<file path="config.mk">
export PLATFORM = sky130hd
export DESIGN_NAME = csr_regfile_flat
export DESIGN_NICKNAME = d
export VERILOG_FILES = /design/src/rtl/csr_if.sv /design/src/rtl/csr_regfile.sv /design/src/flat_wrapper.sv
export SDC_FILE = /design/constraint.sdc
export NUM_CORES = 1
export LEC_CHECK = 0
export BUFFER_PORTS_ARGS = -buffer_cell sky130_fd_sc_hd__clkbuf_2
export CORE_ASPECT_RATIO = 0.8
export CORE_MARGIN = 2
export CORE_UTILIZATION = 25
export CTS_CLUSTER_SIZE = 28
export DETAILED_ROUTE_END_ITERATION = 8
export GPL_TIMING_DRIVEN = 0
export PLACE_DENSITY_LB_ADDON = 0.05
export RECOVER_POWER = 50
export SYNTH_ARGS = -nofsm -noshare
export SYNTH_HDL_FRONTEND = slang
export SYNTH_SLANG_ARGS = --single-unit
</file>
<file path="constraint.sdc">
create_clock -name clk -period 3.8 [get_ports clk]
set_input_delay 0.57 -clock clk [delete_from_list [all_inputs] [get_ports clk]]
set_output_delay 0.57 -clock clk [all_outputs]
set_load 0.02 [all_outputs]
</file>
<file path="src/rtl/csr_if.sv">
// CSR port bundle: EX read port, WB write port, trap/mret control and
// the outputs the pipeline consumes.
interface csr_if #(
  parameter int unsigned XLEN = 64
);
  logic [11:0]     csr_raddr;
  logic [XLEN-1:0] csr_rdata;
  logic            csr_illegal;
  logic            csr_we;
  logic [11:0]     csr_waddr;
  logic [XLEN-1:0] csr_wdata;
  logic            retire;
  logic            trap_valid;
  logic [XLEN-1:0] trap_pc;
  logic [XLEN-1:0] trap_cause;
  logic [XLEN-1:0] trap_tval;
  logic            mret;
  logic            timer_irq;
  logic [XLEN-1:0] trap_vec;
  logic [XLEN-1:0] mepc_out;
  logic            irq_pending;

  modport master (
    output csr_raddr, csr_we, csr_waddr, csr_wdata,
    output retire, trap_valid, trap_pc, trap_cause,
    output trap_tval, mret, timer_irq,
    input  csr_rdata, csr_illegal, trap_vec,
    input  mepc_out, irq_pending
  );

  modport slave (
    input  csr_raddr, csr_we, csr_waddr, csr_wdata,
    input  retire, trap_valid, trap_pc, trap_cause,
    input  trap_tval, mret, timer_irq,
    output csr_rdata, csr_illegal, trap_vec,
    output mepc_out, irq_pending
  );
endinterface

</file>
<file path="src/rtl/csr_regfile.sv">
// Machine-mode CSR file: WARL writes, trap/mret updates, counters and
// the registered timer/software interrupt request.
module csr_regfile #(
  parameter int unsigned XLEN   = 64,
  parameter logic [63:0] HARTID = 64'd0
) (
  input logic  clk,
  input logic  rstn,
  csr_if.slave bus
);
  localparam logic [11:0] A_MSTATUS  = 12'h300;
  localparam logic [11:0] A_MIE      = 12'h304;
  localparam logic [11:0] A_MTVEC    = 12'h305;
  localparam logic [11:0] A_MSCRATCH = 12'h340;
  localparam logic [11:0] A_MEPC     = 12'h341;
  localparam logic [11:0] A_MCAUSE   = 12'h342;
  localparam logic [11:0] A_MTVAL    = 12'h343;
  localparam logic [11:0] A_MIP      = 12'h344;
  localparam logic [11:0] A_MCYCLE   = 12'hB00;
  localparam logic [11:0] A_MINSTRET = 12'hB02;
  localparam logic [11:0] A_MHARTID  = 12'hF14;

  logic            mst_mie, mst_mpie;
  logic            mie_msie, mie_mtie, mie_meie;
  logic            mip_msip, mip_mtip;
  logic [XLEN-1:0] mtvec, mscratch, mepc;
  logic [XLEN-1:0] mcause, mtval;
  logic [XLEN-1:0] mcycle, minstret;
  logic            irq_q;
  logic            wr;
  logic [XLEN-1:0] wd;
  logic [XLEN-1:0] mstatus_v, mie_v, mip_v;
  logic [XLEN-1:0] base;

  // trap and mret both suppress the WB write entirely
  assign wr = bus.csr_we & ~bus.trap_valid & ~bus.mret;
  assign wd = bus.csr_wdata;

  always_ff @(posedge clk or negedge rstn) begin
    if (!rstn) begin
      mst_mie  <= 1'b0;
      mst_mpie <= 1'b0;
      mie_msie <= 1'b0;
      mie_mtie <= 1'b0;
      mie_meie <= 1'b0;
      mip_msip <= 1'b0;
      mip_mtip <= 1'b0;
      mtvec    <= '0;
      mscratch <= '0;
      mepc     <= '0;
      mcause   <= '0;
      mtval    <= '0;
      mcycle   <= '0;
      minstret <= '0;
      irq_q    <= 1'b0;
    end else begin
      mip_mtip <= bus.timer_irq;
      irq_q    <= mst_mie & ((mie_mtie & mip_mtip) |
                             (mie_msie & mip_msip));
      mcycle   <= (wr && bus.csr_waddr == A_MCYCLE) ?
                  wd : mcycle + 1'b1;
      minstret <= (wr && bus.csr_waddr == A_MINSTRET) ?
                  wd : minstret + XLEN'(bus.retire);
      if (bus.trap_valid) begin
        mepc     <= {bus.trap_pc[XLEN-1:2], 2'b00};
        mcause   <= bus.trap_cause;
        mtval    <= bus.trap_tval;
        mst_mpie <= mst_mie;
        mst_mie  <= 1'b0;
      end else if (bus.mret) begin
        mst_mie  <= mst_mpie;
        mst_mpie <= 1'b1;
      end else if (wr) begin
        case (bus.csr_waddr)
          A_MSTATUS: begin
            mst_mie  <= wd[3];
            mst_mpie <= wd[7];
          end
          A_MIE: begin
            mie_msie <= wd[3];
            mie_mtie <= wd[7];
            mie_meie <= wd[11];
          end
          A_MTVEC:    mtvec    <= {wd[XLEN-1:2], 1'b0, wd[0]};
          A_MSCRATCH: mscratch <= wd;
          A_MEPC:     mepc     <= {wd[XLEN-1:2], 2'b00};
          A_MCAUSE:   mcause   <= wd;
          A_MTVAL:    mtval    <= wd;
          A_MIP:      mip_msip <= wd[3];
          default: ;
        endcase
      end
    end
  end

  always_comb begin
    mstatus_v        = '0;
    mstatus_v[12:11] = 2'b11;
    mstatus_v[7]     = mst_mpie;
    mstatus_v[3]     = mst_mie;
    mie_v            = '0;
    mie_v[11]        = mie_meie;
    mie_v[7]         = mie_mtie;
    mie_v[3]         = mie_msie;
    mip_v            = '0;
    mip_v[7]         = mip_mtip;
    mip_v[3]         = mip_msip;
  end

  always_comb begin
    bus.csr_rdata   = '0;
    bus.csr_illegal = 1'b0;
    case (bus.csr_raddr)
      A_MSTATUS:  bus.csr_rdata = mstatus_v;
      A_MIE:      bus.csr_rdata = mie_v;
      A_MTVEC:    bus.csr_rdata = mtvec;
      A_MSCRATCH: bus.csr_rdata = mscratch;
      A_MEPC:     bus.csr_rdata = mepc;
      A_MCAUSE:   bus.csr_rdata = mcause;
      A_MTVAL:    bus.csr_rdata = mtval;
      A_MIP:      bus.csr_rdata = mip_v;
      A_MCYCLE:   bus.csr_rdata = mcycle;
      A_MINSTRET: bus.csr_rdata = minstret;
      A_MHARTID:  bus.csr_rdata = XLEN'(HARTID);
      default:    bus.csr_illegal = 1'b1;
    endcase
  end

  // vectored mode only offsets interrupts, never exceptions
  assign base = {mtvec[XLEN-1:2], 2'b00};
  assign bus.trap_vec =
    (mtvec[0] & bus.trap_cause[XLEN-1]) ?
    base + XLEN'({bus.trap_cause[5:0], 2'b00}) : base;

  assign bus.mepc_out    = mepc;
  assign bus.irq_pending = irq_q;
endmodule
</file>
<file path="src/flat_wrapper.sv">
// flat-port wrapper written by rule: the top's interface ports become plain ports
module csr_regfile_flat 
#(
  parameter int unsigned XLEN   = 64,
  parameter logic [63:0] HARTID = 64'd0
)
  (clk, rstn, bus_csr_raddr, bus_csr_we, bus_csr_waddr, bus_csr_wdata, bus_retire, bus_trap_valid, bus_trap_pc, bus_trap_cause, bus_trap_tval, bus_mret, bus_timer_irq, bus_csr_rdata, bus_csr_illegal, bus_trap_vec, bus_mepc_out, bus_irq_pending);
  csr_if #(.XLEN(XLEN)) bus_i ();
  input logic clk;
  input logic rstn;
  input wire logic [$bits(bus_i.csr_raddr)-1:0] bus_csr_raddr;
  input wire logic [$bits(bus_i.csr_we)-1:0] bus_csr_we;
  input wire logic [$bits(bus_i.csr_waddr)-1:0] bus_csr_waddr;
  input wire logic [$bits(bus_i.csr_wdata)-1:0] bus_csr_wdata;
  input wire logic [$bits(bus_i.retire)-1:0] bus_retire;
  input wire logic [$bits(bus_i.trap_valid)-1:0] bus_trap_valid;
  input wire logic [$bits(bus_i.trap_pc)-1:0] bus_trap_pc;
  input wire logic [$bits(bus_i.trap_cause)-1:0] bus_trap_cause;
  input wire logic [$bits(bus_i.trap_tval)-1:0] bus_trap_tval;
  input wire logic [$bits(bus_i.mret)-1:0] bus_mret;
  input wire logic [$bits(bus_i.timer_irq)-1:0] bus_timer_irq;
  output wire logic [$bits(bus_i.csr_rdata)-1:0] bus_csr_rdata;
  output wire logic [$bits(bus_i.csr_illegal)-1:0] bus_csr_illegal;
  output wire logic [$bits(bus_i.trap_vec)-1:0] bus_trap_vec;
  output wire logic [$bits(bus_i.mepc_out)-1:0] bus_mepc_out;
  output wire logic [$bits(bus_i.irq_pending)-1:0] bus_irq_pending;
  assign bus_i.csr_raddr = bus_csr_raddr;
  assign bus_i.csr_we = bus_csr_we;
  assign bus_i.csr_waddr = bus_csr_waddr;
  assign bus_i.csr_wdata = bus_csr_wdata;
  assign bus_i.retire = bus_retire;
  assign bus_i.trap_valid = bus_trap_valid;
  assign bus_i.trap_pc = bus_trap_pc;
  assign bus_i.trap_cause = bus_trap_cause;
  assign bus_i.trap_tval = bus_trap_tval;
  assign bus_i.mret = bus_mret;
  assign bus_i.timer_irq = bus_timer_irq;
  assign bus_csr_rdata = bus_i.csr_rdata;
  assign bus_csr_illegal = bus_i.csr_illegal;
  assign bus_trap_vec = bus_i.trap_vec;
  assign bus_mepc_out = bus_i.mepc_out;
  assign bus_irq_pending = bus_i.irq_pending;
  csr_regfile #(.XLEN(XLEN), .HARTID(HARTID)) u_core (.clk(clk), .rstn(rstn), .bus(bus_i));
endmodule
</file>
==> impl_metrics.yaml, run 1 <==
run_status:
  status: "complete, but fails checks"
  violations: "max-capacitance violations, max-slew violations, negative setup slack"
yosys:
  synthDominantCellAreaShare: 0.445
  yosysSeqAreaShare: 0.445
  synth_warnings: 0
  yosys.area.top_type: "dfrtp_1"
  ys_top_cells_by_area: "dfrtp_1, mux2i_1, mux2_2, nand2_1, xnor2_1"
  ys.flop_type: "dfrtp_1"
  synthDistinctLibCells: 56
  syn-instance-count: 2617
  netlist_area_um2: 25500
  async_reset_ff_frac: 1.00
  synth_edf_count: 0
  ys_seq_elements: 453
  avgSynthCellArea_um2: 9.74
worst_setup_path:
  path_delay_family: "simple AND/OR/NAND/NOR gates"
  crit_path_cell_trace: "clkbuf_2 -> or3b_1 -> nor4_1 -> nand3_1 -> nor3_1 -> clkbuf_1 -> buf_2 -> mux2_2"
  cpPeakStageDelay_ns: 1.25
  start_kind: "input port"
  arrival_ns: 4.33
  crit_fanout: 10
  worst_path_max_delay_cell: "nor3_1"
  required_ns: 4.32
  critPathKind: "in2reg"
  cp-end-kind: "flop"
  r2r_slack_ns: 0.29
  path_buf_inv: 3
clock_tree:
  clkTransAtPathRegs_ns: 0.06
  numClockSinks: 453
  htreeDepth: 2
  cts_tree: "done"
  numCtsBuffers: 57
  root_buffer: "clkbuf_16"
  clkLatencyLatePin_ns: 0.66
  cts.path.max_buffers: 3
finish:
  multi_input_area_um2: 13800
  fin_nets: 3476
  syn2layout_area_growth_pct: 27.8
  drive_gt1_frac: 0.278
  fill_cells: 10636
  fin_util: 0.323
  ff_latch_area_um2: 11300
pwr:
  leakagePower_nw: 14.0
  ir_drop_mv: 0.353
  p_per_area_nw_per_um2: 384
  total_power_mw: 12.5
die:
  ioPinCount: 481
  design.core.area_um2: 101000
  row_count: 104
  die_w_um: 361
  initial_core_util: 0.253
  dieHeight_um: 290
  die-area_um2: 105000
timing:
  worstMarginPinSlew_ns: 2.42
  finClkSkew_ns: 0.0285
  fin_crit_sh: 1.00
  setup_viol: 5
  rsz0062_at_grt: "true"
  slew_headroom: -0.614
  fmax_mhz: 262
  period_minus_slack_ns: 3.81
  hold_viol_final: 0
  final_max_slew_viol_count: 89
  whs_ns: 0.0779
  finalWorstSetupSlack_ns: -0.0121
route:
  first_iter_violations: 1909
  routed.top_layer: "met4"
  wirelength_um: 137000
  dr.pass1.iters: 6
  route.detailed.drc: 0
  wl_met3_um: 9080
  routedWlPerCell_um: 30.0
  route.vias.total: 23595
  ant_nets: 0
  avgViaCountPerCell: 5.18
  wl_met1_um: 65600
  met2WireLength_um: 59000
place:
  dp_hpwl_um: 100000
  gp_congestion: 0.864
  port_buffers: 469
global_route:
  grt_max_degree: 101
  overflow: 0
  first_global_vias: 24149
  grt_pass1_wl_um: 189000
  antenna_found_initial: 13
  track_usage: 0.255
hold_path:
  hold_class: "in2reg"
run:
  max_cap_violations: 2
## metrics by stage
stage | instances | setup TNS (ns) | instance area (µm²) | worst slack [ns]
6_report | 4557 | -0.0300 | 32600 | -0.0121
5_1_grt | 4551 | -5.52 | 32600 | -0.101
4_1_cts | 4545 | -0.0502 | 32500 | -0.0434
3_5_place_dp | 4426 | -126.29 | 29800 | -1.70
3_3_place_gp | 4414 | -4803.07 | 29500 | -9.75
2_1_floorplan | 2620 | 0 | 25500 | 0.496
## metal layers
metal  up-vias  global-route usage
met1     12151               0.374
li1      10488                   -
met2       816               0.388
met4         0              0.0616
met5         -                   0
met3       140              0.0451
## power by group
group          switching, mW  total, mW  internal, mW  leakage (nW)
Combinational          0.861       1.33         0.472          7.12
Clock                   2.42       5.86          3.44         0.971
Sequential             0.239       5.31          5.08          5.94
## cell type report
class / instances / area share
Buffer: 173 / 0.0281
Clock inverter: 19 / 0.00699
Tap cell: 1325 / 0.0509
Multi-Input combinational cell: 1962 / 0.424
Sequential cell: 453 / 0.348
Inverter: 28 / 0.00323
Timing Repair Buffer: 504 / 0.0853
Clock buffer: 87 / 0.0529
Antenna cell: 6 / 0.000461
## cell families (layout without fill, tap and decap cells)
family                     Yosys count  after routing  share of synthesized area
muxes                              455            455                      0.188
adders and majority gates           10             10                    0.00520
buffers and inverters              205            811                     0.0345
AOI/OAI and AO/OA                  475            475                      0.111
and+or+nand+nor                    834            834                      0.153
other                                1             10                   0.000147
xor gates and xnor gates           184            184                     0.0632
DFF                                453            453                      0.445
## state kept, by name, summed over array words and instances, names as in the netlist
signal                  cells
u_core.mcycle              64
u_core.mcause              64
u_core.mst_mie              1
u_core.bus.mepc_out        62
u_core.mtval               64
u_core.mie_mtie             1
u_core.mtvec               63
u_core.mscratch            64
u_core.minstret            64
u_core.bus.irq_pending      1
u_core.mie_meie             1
u_core.mst_mpie             1
u_core.mie_msie             1
u_core.mip_mtip             1
u_core.mip_msip             1
## cell usage in the layout, fill, tap and decap left out, types with 30 or more instances in the layout
| cell | n |
|---|---|
| buf_4 | 46 |
| nand2_1 | 349 |
| a21oi_1 | 137 |
| mux2_2 | 196 |
| o211ai_1 | 33 |
| a222oi_1 | 30 |
| nand4_1 | 52 |
| clkbuf_2 | 400 |
| o21ai_0 | 190 |
| xnor2_1 | 108 |
| nand3_1 | 82 |
| a22oi_1 | 34 |
| nor3_1 | 40 |
| clkbuf_16 | 60 |
| xor2_1 | 55 |
| nor2_1 | 173 |
| mux2i_1 | 259 |
| clkbuf_1 | 165 |
| dfrtp_1 | 446 |
## cell usage after synthesis (all sizes together), types with 28 or more instances
library cell / n
nor3: 58
clkbuf: 129
nor2: 181
nor4: 31
mux2: 196
buf: 48
xnor2: 120
nand2: 349
inv: 28
nand4: 54
o211ai: 33
a222oi: 30
a21oi: 138
a22oi: 34
dfrtp: 453
mux2i: 259
o21ai: 202
nand3: 87
xor2: 64
## final timing paths
check / start / end / depth (start not counted)
max in group asynchronous: rstn / u_core.bus.mepc_out[55]$_DFFE_PN0P_ / 4
min in group asynchronous: rstn / u_core.bus.mepc_out[20]$_DFFE_PN0P_ / 2
setup reg to reg: u_core.mcycle[11]$_DFF_PN0_ / u_core.mcycle[62]$_DFF_PN0_ / 7
hold reg to reg: u_core.mscratch[51]$_DFFE_PN0P_ / u_core.mscratch[51]$_DFFE_PN0P_ / 1
setup / recovery: bus_csr_waddr[5] / u_core.mscratch[49]$_DFFE_PN0P_ / 8
hold / removal: bus_timer_irq / u_core.mip_mtip$_DFF_PN0_ / 1
## worst reg2reg max path, delay by kind of cell, from the launching register on
family / cells / cell delay [ns]
AO/OA/AOI/OAI: 1 / 0.08
flip-flops: 1 / 0.45
AND/OR/NAND/NOR: 4 / 2.15
XOR/XNOR: 1 / 0.17
buffers and inverters: 1 / 0.52
## what timing repair did
| action | CTS | global route |
|---|---|---|
| resized for setup | 151 | 51 |
| pin swaps | 14 | 11 |
| endpoints found under the setup margin | 124 | 54 |
| hold buffers | 1 | 0 |
| setup buffers | 16 | 6 |
| hold endpoints to repair | 7 | 0 |
No activity file was read; power rests on OpenSTA's default activity.
==> inputs of run 2 (changes only) <==
--- a/config.mk
+++ b/config.mk
@@ -7,7 +7,7 @@
 export LEC_CHECK = 0
 export BUFFER_PORTS_ARGS = -buffer_cell sky130_fd_sc_hd__clkbuf_2
 export CORE_ASPECT_RATIO = 0.8
-export CORE_MARGIN = 2
+export CORE_MARGIN = 8
 export CORE_UTILIZATION = 25
 export CTS_CLUSTER_SIZE = 28
 export DETAILED_ROUTE_END_ITERATION = 8
==> impl_metrics.yaml, run 2 (same netlist as run 1, synthesis figures left out) <==
worst_setup_path:
  cp-end-kind: "output port"
  critPathKind: "in2out"
  worstSetupStartpoint: "bus_csr_raddr[5]"
  arrival_ns: 3.27
  start_kind: "input port"
  r2r-start: "u_core.mcycle[16]$_DFF_PN0_"
  crit_fanout: 10
  required_ns: 3.23
clock_tree:
  numClockSinks: 453
  root_buffer: "clkbuf_16"
  numCtsBuffers: 56
  cts_tree: "done"
  cts.path.max_buffers: 3
  clkTransAtPathRegs_ns: 0.06
  htreeDepth: 2
  clkLatencyLatePin_ns: 0.63
route:
  routedWlPerCell_um: 30.6
  first_iter_violations: 2123
  route.detailed.drc: 0
  ant_nets: 0
  dr.pass1.iters: 7
  wirelength_um: 139000
  avgViaCountPerCell: 5.19
  route.vias.total: 23597
global_route:
  overflow: 0
  grt_pass1_wl_um: 194000
  grt_max_degree: 94
  track_usage: 0.238
  antenna_found_initial: 5
  first_global_vias: 24651
finish:
  drive_gt1_frac: 0.278
  syn2layout_area_growth_pct: 27.4
  instances_no_fill: 4551
  fin_nets: 3479
  layout_common_cells: "dfrtp_1, clkbuf_2, nand2_1, mux2i_1, mux2_2"
  final_common_cell: "dfrtp_1"
  multi_input_area_um2: 13800
  fill_cells: 10648
  ff_latch_area_um2: 11300
die:
  dieHeight_um: 302
  die_w_um: 373
  row_count: 104
  ioPinCount: 481
  die-area_um2: 112000
  initial_core_util: 0.253
  design.core.area_um2: 101000
run_status:
  violations: "max-capacitance violations, max-slew violations, negative setup slack"
  status: "complete, but fails checks"
timing:
  fin_crit_sh: 1.01
  slew_headroom: -0.173
  fmax_mhz: 260
  worstMarginPinSlew_ns: 1.76
  rsz0062_at_grt: "true"
  period_minus_slack_ns: 3.84
  hold_viol_final: 0
  final_max_slew_viol_count: 118
  setup_viol: 4
  finalWorstSetupSlack_ns: -0.0437
  fin_setup_tns_ns: -0.105
  finClkSkew_ns: 0.0203
place:
  dp_hpwl_um: 103000
  port_buffers: 469
  dp.cells: 4429
  gp_congestion: 0.859
pwr:
  ir_drop_mv: 0.335
  total_power_mw: 12.1
  leakagePower_nw: 14.0
  p_per_area_nw_per_um2: 374
hold_path:
  hold_start: "bus_timer_irq"
  hold_class: "in2reg"
run:
  max_cap_violations: 3
-- run 2: changes by cell type in the layout (fill, tap and decap cells not counted), moves of 5 or more --
cell      previous run  this run
diode_2              6         1
buf_6               15         9
clkbuf_1           165       160
clkbuf_2           400       412
buf_4               46        41
-- run 2: final cells by class --
cell class / count / area share
antenna: 1 / 0.0000771
buffer: 172 / 0.0279
clock buffer: 85 / 0.0518
clock inverter: 16 / 0.00409
inverter: 28 / 0.00324
multi-input combinational: 1962 / 0.425
sequential: 453 / 0.349
tap: 1325 / 0.0511
timing repair buffer: 509 / 0.0871
-- run 2: timing repair --
item,4_1_cts,5_1_grt
pin swaps,11,11
resized for setup,134,34
hold buffers,1,0
endpoints found under the setup margin,117,72
setup buffers,19,7
cloned,0,0
hold endpoints to repair,52,0
-- run 2: worst paths after layout --
check	cells after the start	to	slack [ns]
setup reg to reg	7	u_core.mcycle[62]$_DFF_PN0_	0.14
min in group asynchronous	2	u_core.bus.mepc_out[20]$_DFFE_PN0P_	0.48
hold / removal	1	u_core.mip_mtip$_DFF_PN0_	0.05
setup / recovery	9	bus_csr_rdata[6]	-0.04
hold reg to reg	1	u_core.mscratch[1]$_DFFE_PN0P_	0.51
max in group asynchronous	5	u_core.bus.mepc_out[57]$_DFFE_PN0P_	0.46
-- run 2: per-layer routing --
metal / up-vias / global-route usage / wire, µm
met5: - / 0 / 7
met4: 2 / 0.0583 / 3160
met3: 139 / 0.0442 / 8880
met2: 846 / 0.361 / 60000
met1: 12119 / 0.348 / 67100
li1: 10491 / - / -
-- run 2: power breakdown --
group	switching [mW]	internal (mW)	total, mW
Clock	2.33	3.16	5.49
Sequential	0.239	5.07	5.31
Combinational	0.855	0.475	1.33
Total	3.43	8.71	12.1
-- run 2: through the flow --
stage          instance area [µm²]  hold WS [ns]  utilization  worst slack [ns]
6_report                     32500        0.0498        0.322           -0.0437
3_3_place_gp                 29500         0.488        0.293             -9.80
4_1_cts                      32400       0.00348        0.321           -0.0392
3_5_place_dp                 29900         0.495        0.296             -1.66
5_1_grt                      32500        0.0281        0.322           -0.0645
2_1_floorplan                25500         0.274            -             0.496
-- run 2: critical path, stage by stage --
cell and delay, ns:
clkbuf_2 0.10, nor4bb_4 0.44, and2_1 0.22, nand2_1 0.12, nor2_1 0.43, buf_2 0.63
a222oi_1 0.27, o211ai_1 0.25, clkbuf_2 0.24
